**src/rtl/my_ram8_pkg.sv**
```systemverilog
// Shared types and sizes for the 8-entry register file (my_ram8) and its helpers.
package my_ram8_pkg;
    localparam int DEPTH  = 8;
    localparam int ADDR_W = 3;

    typedef enum logic {IDLE, CLEAR} ram8_state_t;
    typedef logic [ADDR_W-1:0] ram8_addr_t;
endpackage

```
**src/rtl/my_dmux8way.sv**
```systemverilog
// 1-to-8 demultiplexer: routes in to the output selected by sel, others 0.
module my_dmux8way (
    input  logic       in,
    input  logic [2:0] sel,
    output logic       a,
    output logic       b,
    output logic       c,
    output logic       d,
    output logic       e,
    output logic       f,
    output logic       g,
    output logic       h
);
    assign a = in & (sel == 3'd0);
    assign b = in & (sel == 3'd1);
    assign c = in & (sel == 3'd2);
    assign d = in & (sel == 3'd3);
    assign e = in & (sel == 3'd4);
    assign f = in & (sel == 3'd5);
    assign g = in & (sel == 3'd6);
    assign h = in & (sel == 3'd7);
endmodule

```
**src/rtl/my_mux8way16.sv**
```systemverilog
// 8-to-1 multiplexer of 16-bit words.
module my_mux8way16 (
    input  logic [15:0] a,
    input  logic [15:0] b,
    input  logic [15:0] c,
    input  logic [15:0] d,
    input  logic [15:0] e,
    input  logic [15:0] f,
    input  logic [15:0] g,
    input  logic [15:0] h,
    input  logic [2:0]  sel,
    output logic [15:0] out
);
    always_comb begin
        out = a;
        case (sel)
            3'd0: out = a;
            3'd1: out = b;
            3'd2: out = c;
            3'd3: out = d;
            3'd4: out = e;
            3'd5: out = f;
            3'd6: out = g;
            3'd7: out = h;
            default: out = a;
        endcase
    end
endmodule

```
**src/rtl/my_register16.sv**
```systemverilog
// WIDTH-bit register with load enable and asynchronous active-high reset to 0.
module my_register16 #(
    parameter int WIDTH = 16
) (
    input  logic             clk,
    input  logic             rst,
    input  logic [WIDTH-1:0] in,
    input  logic             load,
    output logic [WIDTH-1:0] out
);
    logic [WIDTH-1:0] data_reg;

    always_ff @(posedge clk or posedge rst) begin
        if (rst)
            data_reg <= '0;
        else if (load)
            data_reg <= in;
    end

    assign out = data_reg;
endmodule

```
**src/rtl/my_ram8.sv**
```systemverilog
// 8 x WIDTH register file with a sequential bulk-clear sequencer and busy flag.
// Optional write-first read-through enabled by defining MY_RAM8_BYPASS_EN.
module my_ram8
    import my_ram8_pkg::*;
#(
    parameter int               WIDTH     = 16,
    parameter logic [WIDTH-1:0] CLR_VALUE = '0
) (
    input  logic             clk,
    input  logic             rst,
    input  logic [WIDTH-1:0] in,
    input  logic             load,
    input  logic [2:0]       address,
    input  logic             clear,
    output logic [WIDTH-1:0] out,
    output logic             busy,
    output logic             all_zero
);
    ram8_state_t state_reg, state_next;
    ram8_addr_t  cnt_reg, cnt_next;

    logic             wr_en;
    ram8_addr_t       wr_addr;
    logic [WIDTH-1:0] wr_data;
    logic [DEPTH-1:0] entry_load;
    logic [WIDTH-1:0] entry_q [DEPTH];
    logic [DEPTH-1:0] entry_nz;
    logic [WIDTH-1:0] rd_data;

    always_ff @(posedge clk or posedge rst) begin
        if (rst) begin
            state_reg <= IDLE;
            cnt_reg   <= '0;
        end else begin
            state_reg <= state_next;
            cnt_reg   <= cnt_next;
        end
    end

    // One shared write port: user writes in IDLE, the sequencer owns it in CLEAR.
    always_comb begin
        state_next = state_reg;
        cnt_next   = cnt_reg;
        wr_en      = 1'b0;
        wr_addr    = address;
        wr_data    = in;
        case (state_reg)
            IDLE: begin
                if (clear) begin
                    state_next = CLEAR;
                    cnt_next   = '0;
                end else if (load) begin
                    wr_en = 1'b1;
                end
            end
            CLEAR: begin
                wr_en    = 1'b1;
                wr_addr  = cnt_reg;
                wr_data  = CLR_VALUE;
                cnt_next = ram8_addr_t'(cnt_reg + 3'd1);
                if (cnt_reg == ram8_addr_t'(DEPTH - 1))
                    state_next = IDLE;
            end
            default: begin
                state_next = IDLE;
            end
        endcase
    end

    assign busy = (state_reg == CLEAR);

    my_dmux8way u_dmux (
        .in  (wr_en),
        .sel (wr_addr),
        .a   (entry_load[0]),
        .b   (entry_load[1]),
        .c   (entry_load[2]),
        .d   (entry_load[3]),
        .e   (entry_load[4]),
        .f   (entry_load[5]),
        .g   (entry_load[6]),
        .h   (entry_load[7])
    );

    generate
        for (genvar gi = 0; gi < DEPTH; gi++) begin : g_entry
            my_register16 #(.WIDTH(WIDTH)) u_reg (
                .clk  (clk),
                .rst  (rst),
                .in   (wr_data),
                .load (entry_load[gi]),
                .out  (entry_q[gi])
            );
            assign entry_nz[gi] = |entry_q[gi];
        end
    endgenerate

    assign all_zero = ~|entry_nz;

    my_mux8way16 u_mux (
        .a   (entry_q[0]),
        .b   (entry_q[1]),
        .c   (entry_q[2]),
        .d   (entry_q[3]),
        .e   (entry_q[4]),
        .f   (entry_q[5]),
        .g   (entry_q[6]),
        .h   (entry_q[7]),
        .sel (address),
        .out (rd_data)
    );

`ifdef MY_RAM8_BYPASS_EN
    // Forward only when the write would actually be accepted this edge.
    assign out = (load && !busy && !clear && !rst) ? in : rd_data;
`else
    assign out = rd_data;
`endif
endmodule
```
**config.mk**
```make
export PLATFORM = sky130hd
export DESIGN_NAME = my_ram8
export DESIGN_NICKNAME = d
export VERILOG_FILES = /design/src/rtl/my_ram8_pkg.sv /design/src/rtl/my_dmux8way.sv /design/src/rtl/my_mux8way16.sv /design/src/rtl/my_register16.sv /design/src/rtl/my_ram8.sv
export SDC_FILE = /design/constraint.sdc
export NUM_CORES = 1
export LEC_CHECK = 0
export CELL_PAD_IN_SITES_DETAIL_PLACEMENT = 1
export CELL_PAD_IN_SITES_GLOBAL_PLACEMENT = 1
export CORE_MARGIN = 1.5
export CORE_UTILIZATION = 50
export DETAILED_ROUTE_END_ITERATION = 6
export GPL_TIMING_DRIVEN = 1
export PLACE_DENSITY = 0.95
export SLEW_MARGIN = 25
export SYNTH_ARGS = -nofsm -noshare
export SYNTH_HDL_FRONTEND = slang
export SYNTH_SLANG_ARGS = --single-unit
```
**constraint.sdc**
```tcl
create_clock -name clk -period 7.6 [get_ports clk]
set_input_delay 1.52 -clock clk [delete_from_list [all_inputs] [get_ports clk]]
set_output_delay 1.52 -clock clk [all_outputs]
set_load 0.01 [all_outputs]
```
==> run_results.csv, run 1 <==
group,metric,value,unit
die,fp.coreArea,12700,µm²
place,port_buffers,40,
finish,layout-drive-gt1-share,8.28,%
pwr,static-leakage-power,0.00316,µW
global_routing,antenna_found_initial,0,
place,place_area,6890,µm²
die,die_width,117,µm
global_routing,grt_max_degree,71,
clock_tree,htreeDepth,4,
sta,setup_viol,0,
setup_path,cp_max_fo,22,
pwr,powerDensity,439,nW/µm²
clock_tree,cts_hold_buf,0,
yosys,synth_area,6530,µm²
finish,num_antenna_cells,0,
setup_path,crit-reg2reg-launch,"busy",
setup_path,cp_common_cell,"clkdlybuf4s50_1",
setup_path,cp.required,6080,ps
setup_path,critPathMaxStageDelay,1110,ps
sta,max_slew_margin,29.3,%
finish,nNetsFinal,739,
die,core.rowCount,41,
place,dp_cells,866,
job,drv_cap,0,
min_path,hold_class,"flop to flop",
finish,syn2layout_area_growth,14.8,%
clock_tree,path_clk_slew,50,ps
routing,drt_iter0_markers,714,
global_routing,grt_pass1_wl,36200,µm
routing,ant_nets,0,
die,initial_core_util,51.5,%
routing,wl_per_cell,26.1,µm
yosys,synth_nets,719,
clock_tree,cts-resized-gates,0,
global_routing,grt_use_total,36.5,%
sta,finalSetupTns,0,ps
sta,clock-skew-final,11.8,ps
sta,maxSlewViolCount,0,
place,place.detailed.hpwl,14000,µm
finish,final_common_cell,"nand2_1",
global_routing,gr-total-overflow,0,
yosys,netlist_instances,694,
yosys,avgSynthCellArea,9.41,µm²
yosys,async_flop_share,100,%
routing,post_drt_via_cell_ratio,6.73,
yosys,synth_cell_types,45,
pwr,finalPower,3290,µW
clock_tree,cts-root-buf,"clkbuf_16",
finish,layout_common_cells,"nand2_1, dfrtp_1, o21ai_0, o21ai_1, clkdlybuf4s50_1",
sta,finalCritPeriodShare,77.9,%
die,die_h,117,µm
clock_tree,cts_tree,"done",
yosys,yosysSeqAreaShare,50.6,%
clock_tree,worstSkewPairLatency,430,ps
pwr,ir_worst_vdd,0.529,mV
sta,holdWs,524,ps
place,gp_congestion,0.889,
clock_tree,cts_made_buffers,17,
yosys,synth.yosys.warnings,0,
clock_tree,ctsLongestPathBuffers,2,
yosys,synth_edf_count,0,
setup_path,crit_start,"address[0]",
die,die-area,13800,µm²
setup_path,arrival,4400,ps
routing,vias,6035,
yosys,yosys_register_bits,132,
setup_path,path_class,"primary input to primary output",
die,pin_count,41,
finish,final_cell_count_no_fill,897,
setup_path,startpoint_type,"primary input",
finish,design_area,7490,µm²
min_path,min_from,"g_entry[7].u_reg.out[1]",
setup_path,path_buf_inv,3,
yosys,synthFlopType,"dfrtp_1",
sta,worst_pin_slew,1060,ps
setup_path,cp_slowest_cell,"clkdlybuf4s50_1",
sta,max_freq,0.169,GHz
sta,period_needed,5920,ps
finish,largest_reg_flops,128,
clock_tree,cts_sinks,132,
global_routing,first_global_vias,6479,
routing,drc,0,
routing,finalWirelength,23500,µm
sta,final-hold-violation-count,0,
clock_tree,cts_setup_buffers,0,
status,outcome,"finished clean",
setup_path,path_cells,"clkdlybuf4s50_1, nor2b_1, buf_4, a22o_1, a221oi_1, nor2_1, clkdlybuf4s50_1",
routing,firstDrtPassIters,6,
setup_path,critPathCaptureType,"primary output",
sta,grt_setup_unrepaired,"false",
setup_path,crit_family,"buffers and inverters",
## path summary, 6_finish.rpt
path,to,slack [ps],cells after the start
setup reg to reg,g_entry[7].u_reg.out[13],5080,4
hold / removal,g_entry[7].u_reg.out[1],520,2
max in group asynchronous,g_entry[4].u_reg.out[6],4610,3
hold reg to reg,g_entry[7].u_reg.out[1],520,2
min in group asynchronous,g_entry[5].u_reg.out[14],1640,2
setup / recovery,out[0],1680,7
## worst register-to-register path, stage by stage (launching register included)
cell     delay [ps]
dfrtp_2         750
and3b_2         320
o22ai_4         790
nand2_1         310
o21ai_1         240
## cells by family (layout without fill, tap and decap cells)
logic type,Yosys count,in the layout,share of synthesized area [%]
AO/OA/AOI/OAI,210,210,20.3
adder cells (fa/ha/maj),2,2,0.383
flip-flops,132,132,50.6
multiplexers,15,15,2.34
AND/OR/NAND/NOR,269,269,20.3
buffers and inverters,66,97,6.13
## power by group
part | switching, µW | internal [µW] | total, µW
logic | 784 | 422 | 1210
clock network | 298 | 522 | 819
registers | 309 | 957 | 1270
## stage by stage
step / utilization [%] / worst slack (ps)
floorplan: - / 2550
global placement: 54.3 / 1990
detailed placement: 54.3 / 1800
CTS: 58.9 / 1770
global route: 59.1 / 1610
finish: 59.1 / 1680
## per-layer routing
| layer | vias to the layer above | track usage [%] | share of wire [%] |
|---|---|---|---|
| met4 | 0 | 22.5 | 5.6 |
| li1 | 2525 | - | - |
| met5 | - | 0 | 0 |
| met2 | 395 | 60.5 | 49 |
| met1 | 2988 | 42.4 | 37 |
| met3 | 127 | 9.58 | 8.6 |
## synthesized netlist by cell type, types with 2 or more instances
master	instances	area (µm²)
a221oi_1	26	228
a21o_1	2	15.0
nand4_1	8	50.1
o22ai_2	2	25.0
ha_1	2	25.0
o21ai_1	56	280
mux2_2	2	22.5
o22ai_1	3	18.8
buf_2	24	120
mux2i_1	13	130
inv_1	16	60.1
o22a_1	2	17.5
nor3b_2	2	25.0
clkbuf_1	6	22.5
nand2b_1	31	194
or4_1	2	15.0
and3b_1	2	17.5
nor2b_1	4	25.0
buf_6	13	146
a22oi_1	4	30.0
a21oi_1	7	35.0
buf_1	2	7.51
nand3_1	13	65.1
dfrtp_1	132	3300
a22o_1	17	149
o21ai_0	84	420
nand2_1	133	499
o22ai_4	4	80.1
buf_4	4	30.0
nor2_1	32	120
nor4_1	32	200
## cell type report
| cell class | count | area, µm² |
|---|---|---|
| fill | 1417 | 5180 |
| sequential | 132 | 3300 |
| multi-input combinational | 496 | 2840 |
| clock buffer | 26 | 509 |
| timing repair buffer | 51 | 493 |
| tap | 172 | 215 |
| clock inverter | 4 | 70.1 |
| inverter | 16 | 62.6 |
Power figures use the tool's default switching activity.
==> inputs of run 2 (changes only) <==
Settings changed: CORE_UTILIZATION 50 to 46, PLACE_DENSITY 0.95 to 0.89.
Clock period 7.6 ns to 6.1 ns, I/O delays scaled along.
==> run 2 against run 1 <==
  * Final cell count increased by 1.0%
  * Power increased by 25%
  * Worst hold slack got worse by 6.1 ps
  * Highest routed layer unchanged
  * Die area increased by 8.5%
  * Critical path depth unchanged
  * Design area increased by 0.32%
  * Via count decreased by 2.5%
  * Sequential share of layout area decreased by 0.16 points
  * Critical endpoint is now out[11]
  * Combinational power increased by 21%
==> run_results.csv, run 2 (same netlist as run 1, synthesis figures left out) <==
group,metric,value,unit
sta,final-hold-violation-count,0,
routing,finalWirelength,22600,µm
clock_tree,path_clk_slew,60,ps
setup_path,crit_family,"buffers and inverters",
sta,clock-skew-final,6.93,ps
setup_path,startpoint_type,"primary input",
setup_path,critPathCaptureType,"primary output",
finish,nNetsFinal,739,
place,dp_cells,875,
status,outcome,"finished clean",
clock_tree,cts-resized-gates,0,
die,pin_count,41,
clock_tree,cts-root-buf,"clkbuf_16",
pwr,clockPowerShare,26.3,%
sta,max_slew_margin,33.9,%
sta,worst_pin_slew,992,ps
die,core.rowCount,43,
finish,num_antenna_cells,0,
setup_path,cp_slowest_cell,"clkdlybuf4s50_1",
global_routing,antenna_found_initial,0,
sta,max_freq,0.189,GHz
pwr,switching_share,41.5,%
clock_tree,cts_tree,"done",
die,initial_core_util,47.1,%
global_routing,grt_max_degree,70,
global_routing,grt_pass1_wl,35400,µm
setup_path,path_buf_inv,3,
finish,layout_common_cells,"nand2_1, dfrtp_1, o21ai_0, o21ai_1, clkdlybuf4s50_1",
sta,period_needed,5290,ps
routing,drt_iter0_markers,653,
setup_path,cp_common_cell,"clkdlybuf4s50_1",
routing,wl_per_cell,25.0,µm
sta,maxSlewViolCount,0,
routing,firstDrtPassIters,5,
min_path,hold_class,"flop to flop",
die,die_h,122,µm
global_routing,gr-total-overflow,0,
finish,final_common_cell,"nand2_1",
routing,ant_nets,0,
pwr,static-leakage-power,0.00317,µW
sta,finalSetupTns,0,ps
finish,syn2layout_area_growth,15.1,%
place,port_buffers,40,
pwr,combPwrFrac,35.7,%
sta,finalCritPeriodShare,86.8,%
pwr,powerDensity,545,nW/µm²
pwr,seq_power_share,37.9,%
job,drv_cap,0,
die,die-area,14900,µm²
pwr,p_sw,1700,µW
pwr,p_int,2400,µW
finish,final_cell_count_no_fill,906,
clock_tree,cts_made_buffers,17,
die,die_width,122,µm
pwr,ir_worst_vdd,0.270,mV
clock_tree,cts_setup_buffers,0,
setup_path,arrival,4070,ps
finish,largest_reg_flops,128,
setup_path,cp.required,4880,ps
clock_tree,cts_hold_buf,0,
sta,setup_viol,0,
clock_tree,cts_sinks,132,
place,gp_congestion,0.894,
setup_path,critPathMaxStageDelay,830,ps
routing,drc,0,
global_routing,grt_use_total,32.1,%
setup_path,path_class,"primary input to primary output",
setup_path,path_cells,"clkdlybuf4s50_1, nor2b_1, buf_4, a22o_1, a22oi_1, a21oi_1, clkdlybuf4s50_1",
routing,vias,5882,
clock_tree,worstSkewPairLatency,420,ps
clock_tree,htreeDepth,4,
setup_path,cp_max_fo,14,
sta,grt_setup_unrepaired,"false",
die,fp.coreArea,13900,µm²
routing,post_drt_via_cell_ratio,6.49,
place,place.detailed.hpwl,14800,µm
clock_tree,ctsLongestPathBuffers,2,
global_routing,first_global_vias,6163,
finish,layout-drive-gt1-share,8.68,%
[run 2: path summary, 6_finish.rpt]
check	startpoint	to	slack (ps)	cells after the start
max in group asynchronous	rst	g_entry[0].u_reg.out[3]	3960	3
setup / recovery	address[0]	out[11]	810	7
setup reg to reg	busy	g_entry[0].u_reg.out[15]	3570	4
min in group asynchronous	rst	cnt_reg[1]	1020	2
hold reg to reg	g_entry[6].u_reg.out[9]	g_entry[6].u_reg.out[9]	520	2
hold / removal	g_entry[6].u_reg.out[9]	g_entry[6].u_reg.out[9]	520	2
[run 2: per-layer routing]
| metal | vias to the layer above | GRT usage (%) | wire length (µm) |
|---|---|---|---|
| met4 | 0 | 17.2 | 1070 |
| met2 | 309 | 52.8 | 10900 |
| met5 | - | 0 | 0 |
| li1 | 2515 | - | - |
| met3 | 91 | 6.93 | 1830 |
| met1 | 2967 | 39.6 | 8830 |
[run 2: tightest hold or removal path: cells and delay by family (launching register included)]
kind            cells  cell delay [ps]
simple gates        1               50
compound gates      1               60
flops               1              370
[run 2: layout make-up]
class	instances	area (µm²)
Clock buffer	20	457
Fill cell	1581	6360
Inverter	16	62.6
Clock inverter	11	158
Sequential cell	132	3300
Timing Repair Buffer	51	473
Tap cell	180	225
Multi-Input combinational cell	496	2840
[run 2: stage by stage]
step | total power, µW | utilization, % | setup WS, ps | area, µm² | hold slack, ps
2_1_floorplan | 2420 | - | 1350 | 6530 | 462
3_3_place_gp | 2830 | 49.7 | 1030 | 6900 | 488
3_5_place_dp | 2950 | 49.7 | 932 | 6900 | 502
4_1_cts | 4070 | 54.2 | 902 | 7520 | 518
5_1_grt | 4270 | 54.2 | 750 | 7520 | 558
6_report | 4100 | 54.2 | 807 | 7520 | 518
[run 2: power groups by stage]
stage	Combinational [µW]	Sequential, µW	Clock [µW]
after floorplan	1020	1400	0
after global placement	1320	1510	0
after detailed placement	1410	1540	0
after CTS	1440	1540	1080
after global routing	1580	1580	1110
final	1470	1560	1080
==> inputs of run 3 (changes only) <==
Settings changed: CORE_UTILIZATION 46 to 50, PLACE_DENSITY 0.89 to 0.91, SKIP_CTS_REPAIR_TIMING set to 1, SYNTH_HIERARCHICAL set to 1.
==> run 3 against run 2 <==
  * Design area up 4.7%
  * Largest cell class is now multi-input gates
  * Die area fell by 0.69%
  * Critical path type unchanged
  * Sequential share of layout area shrank 2.0 points
  * Highest routed layer unchanged
  * Setup slack improved by 49 ps
==> run_results.csv, run 3 <==
group,metric,value,unit
yosys,yosysSeqAreaShare,46.9,%
setup_path,cp_slowest_cell,"clkdlybuf4s50_1",
finish,multi_input_area,3310,µm²
routing,ant_nets,0,
pwr,powerDensity,575,nW/µm²
min_path,hold_depth,1,
sta,finalSetupTns,0,ps
yosys,yosysMostFrequentCell,"dfrtp_1",
setup_path,path_buf_inv,3,
global_routing,grt_use_total,31.8,%
finish,largest_reg_flops,128,
die,fp.coreArea,13800,µm²
die,pin_count,41,
setup_path,crit_family,"buffers and inverters",
yosys,synth.yosys.warnings,6,
finish,final_cell_count_no_fill,768,
yosys,netlist_instances,549,
clock_tree,ctsLongestPathBuffers,2,
finish,seq_area,3300,µm²
sta,setup_ws,857,ps
yosys,async_flop_share,100,%
place,port_buffers,40,
global_routing,grt_pass1_wl,33700,µm
clock_tree,path_clk_slew,50,ps
clock_tree,cts-root-buf,"clkbuf_16",
setup_path,cp_common_cell,"clkdlybuf4s50_1",
global_routing,gr-total-overflow,0,
routing,finalWirelength,22100,µm
global_routing,first_global_vias,5439,
sta,maxSlewViolCount,0,
finish,fillers,1367,
setup_path,arrival,4020,ps
finish,syn2layout_area_growth,11.7,%
yosys,synth_cell_types,40,
sta,setup_viol,0,
clock_tree,cts_sinks,132,
setup_path,reg2reg_depth,3,
yosys,synth_area,7050,µm²
die,die_h,122,µm
place,gp_congestion,0.976,
sta,clock-skew-final,7.13,ps
setup_path,startpoint_type,"primary input",
pwr,ir_worst_vdd,0.294,mV
clock_tree,worstSkewPairLatency,430,ps
routing,vias,5034,
setup_path,path_cells,"clkdlybuf4s50_1, buf_4, or3_1, nor2_1, a31oi_1, clkdlybuf4s50_1",
routing,drc,0,
sta,holdWs,545,ps
routing,drt_iter0_markers,426,
finish,num_antenna_cells,0,
die,die_width,122,µm
min_path,hold_class,"flop to flop",
setup_path,cp_max_fo,17,
setup_path,critPathMaxStageDelay,900,ps
global_routing,antenna_found_initial,0,
die,die-area,14800,µm²
routing,wl_per_cell,28.8,µm
setup_path,path_class,"primary input to primary output",
routing,post_drt_via_cell_ratio,6.55,
sta,period_needed,5240,ps
yosys,synth_area_leader_cell,"dfrtp_1",
yosys,yosys.area.top_type_share,46.9,%
sta,grt_setup_unrepaired,"false",
die,initial_core_util,51.0,%
setup_path,crit_cells,6,
die,core.rowCount,43,
sta,worst_pin_slew,1060,ps
setup_path,cp.required,4880,ps
place,dpl_worst_slack,962,ps
clock_tree,cts_made_buffers,17,
yosys,avgSynthCellArea,12.8,µm²
routing,firstDrtPassIters,5,
setup_path,critPathCaptureType,"primary output",
yosys,yosys_register_bits,132,
pwr,finalPower,4530,µW
yosys,synth_area_leaders,"dfrtp_1, mux2_4, mux2_2",
finish,final_common_cell,"dfrtp_1",
place,place.detailed.hpwl,15200,µm
yosys,synth_nets,574,
finish,layout-drive-gt1-share,30.4,%
place,dp_cells,738,
status,outcome,"finished clean",
pwr,static-leakage-power,0.00361,µW
finish,nNetsFinal,602,
yosys,synthFlopType,"dfrtp_1",
sta,final-hold-violation-count,0,
clock_tree,cts_tree,"done",
sta,finalCritPeriodShare,86.0,%
clock_tree,htreeDepth,4,
finish,layout_common_cells,"dfrtp_1, mux2_4, mux2_2, clkdlybuf4s50_1, nor4_1",
sta,max_freq,0.191,GHz
sta,max_slew_margin,29.2,%
yosys,synthTopCellsByCount,"dfrtp_1, mux2_4, mux2_2",
yosys,synth_edf_count,0,
global_routing,grt_max_degree,29,
job,drv_cap,0,
==> run 3: cell types whose count changed after synthesis, sizes merged, moves of 14 or more <==
cell | before | now
mux2 | 2 | 132
o21ai | 141 | 15
nand2 | 133 | 18
a221oi | 26 | 3
a22oi | 4 | 23
nor2b | 4 | 20
nand2b | 31 | 17
==> run 3: kinds of logic (layout without fill, tap and decap cells) <==
family	count (synthesis)	count (layout)	share of synthesized area, %
flip-flops	132	132	46.9
buffers and inverters	50	89	6.32
AND/OR/NAND/NOR	145	145	12.3
multiplexers	148	148	27.6
AO/OA/AOI/OAI	72	72	6.57
adder cells (fa/ha/maj)	2	2	0.355
==> run 3: metrics by stage <==
step	util (%)	instance area [µm²]
CTS	56.9	7870
global placement	53.0	7330
floorplan	-	7050
finish	56.9	7870
global route	56.9	7870
detailed placement	53.0	7330
==> run 3: layout make-up <==
| type | count | share of cell area, % |
|---|---|---|
| Inverter | 13 | 0.620 |
| Multi-Input combinational cell | 367 | 42.0 |
| Sequential cell | 132 | 42.0 |
| Tap cell | 180 | 2.86 |
| Clock inverter | 5 | 0.636 |
| Clock buffer | 25 | 6.29 |
| Timing Repair Buffer | 46 | 5.59 |
==> run 3: final timing paths <==
check	to	start	slack [ps]
worst max-delay path	out[15]	address[0]	860
worst min-delay path	g_entry[1].u_reg/out[4]	g_entry[1].u_reg/out[4]	540
worst max register to register	g_entry[1].u_reg/out[2]	busy	3550
worst min register to register	g_entry[1].u_reg/out[4]	g_entry[1].u_reg/out[4]	540
max in group asynchronous	g_entry[7].u_reg/out[13]	rst	4010
min in group asynchronous	busy	rst	1300
==> run 3: worst register-to-register path, delay by kind of cell, from the launching register on <==
family | cells | cell delay, ps
mux | 2 | 920
simple gates | 1 | 760
flops | 1 | 750
==> run 3: report_power, final <==
group          total, µW  switching (µW)  leakage [µW]  internal, µW
logic               1860             903       0.00154           959
registers           1700             450       0.00180          1250
clock network        964             368      0.000273           596
total               4530            1720       0.00361          2810
==> run 3: per-layer routing <==
| layer | GRT usage, % | wire length (µm) | vias up |
|---|---|---|---|
| li1 | - | - | 2061 |
| met2 | 50.9 | 10500 | 279 |
| met5 | 0 | 0 | - |
| met1 | 39.6 | 8910 | 2614 |
| met3 | 7.96 | 1580 | 80 |
| met4 | 17.1 | 1080 | 0 |
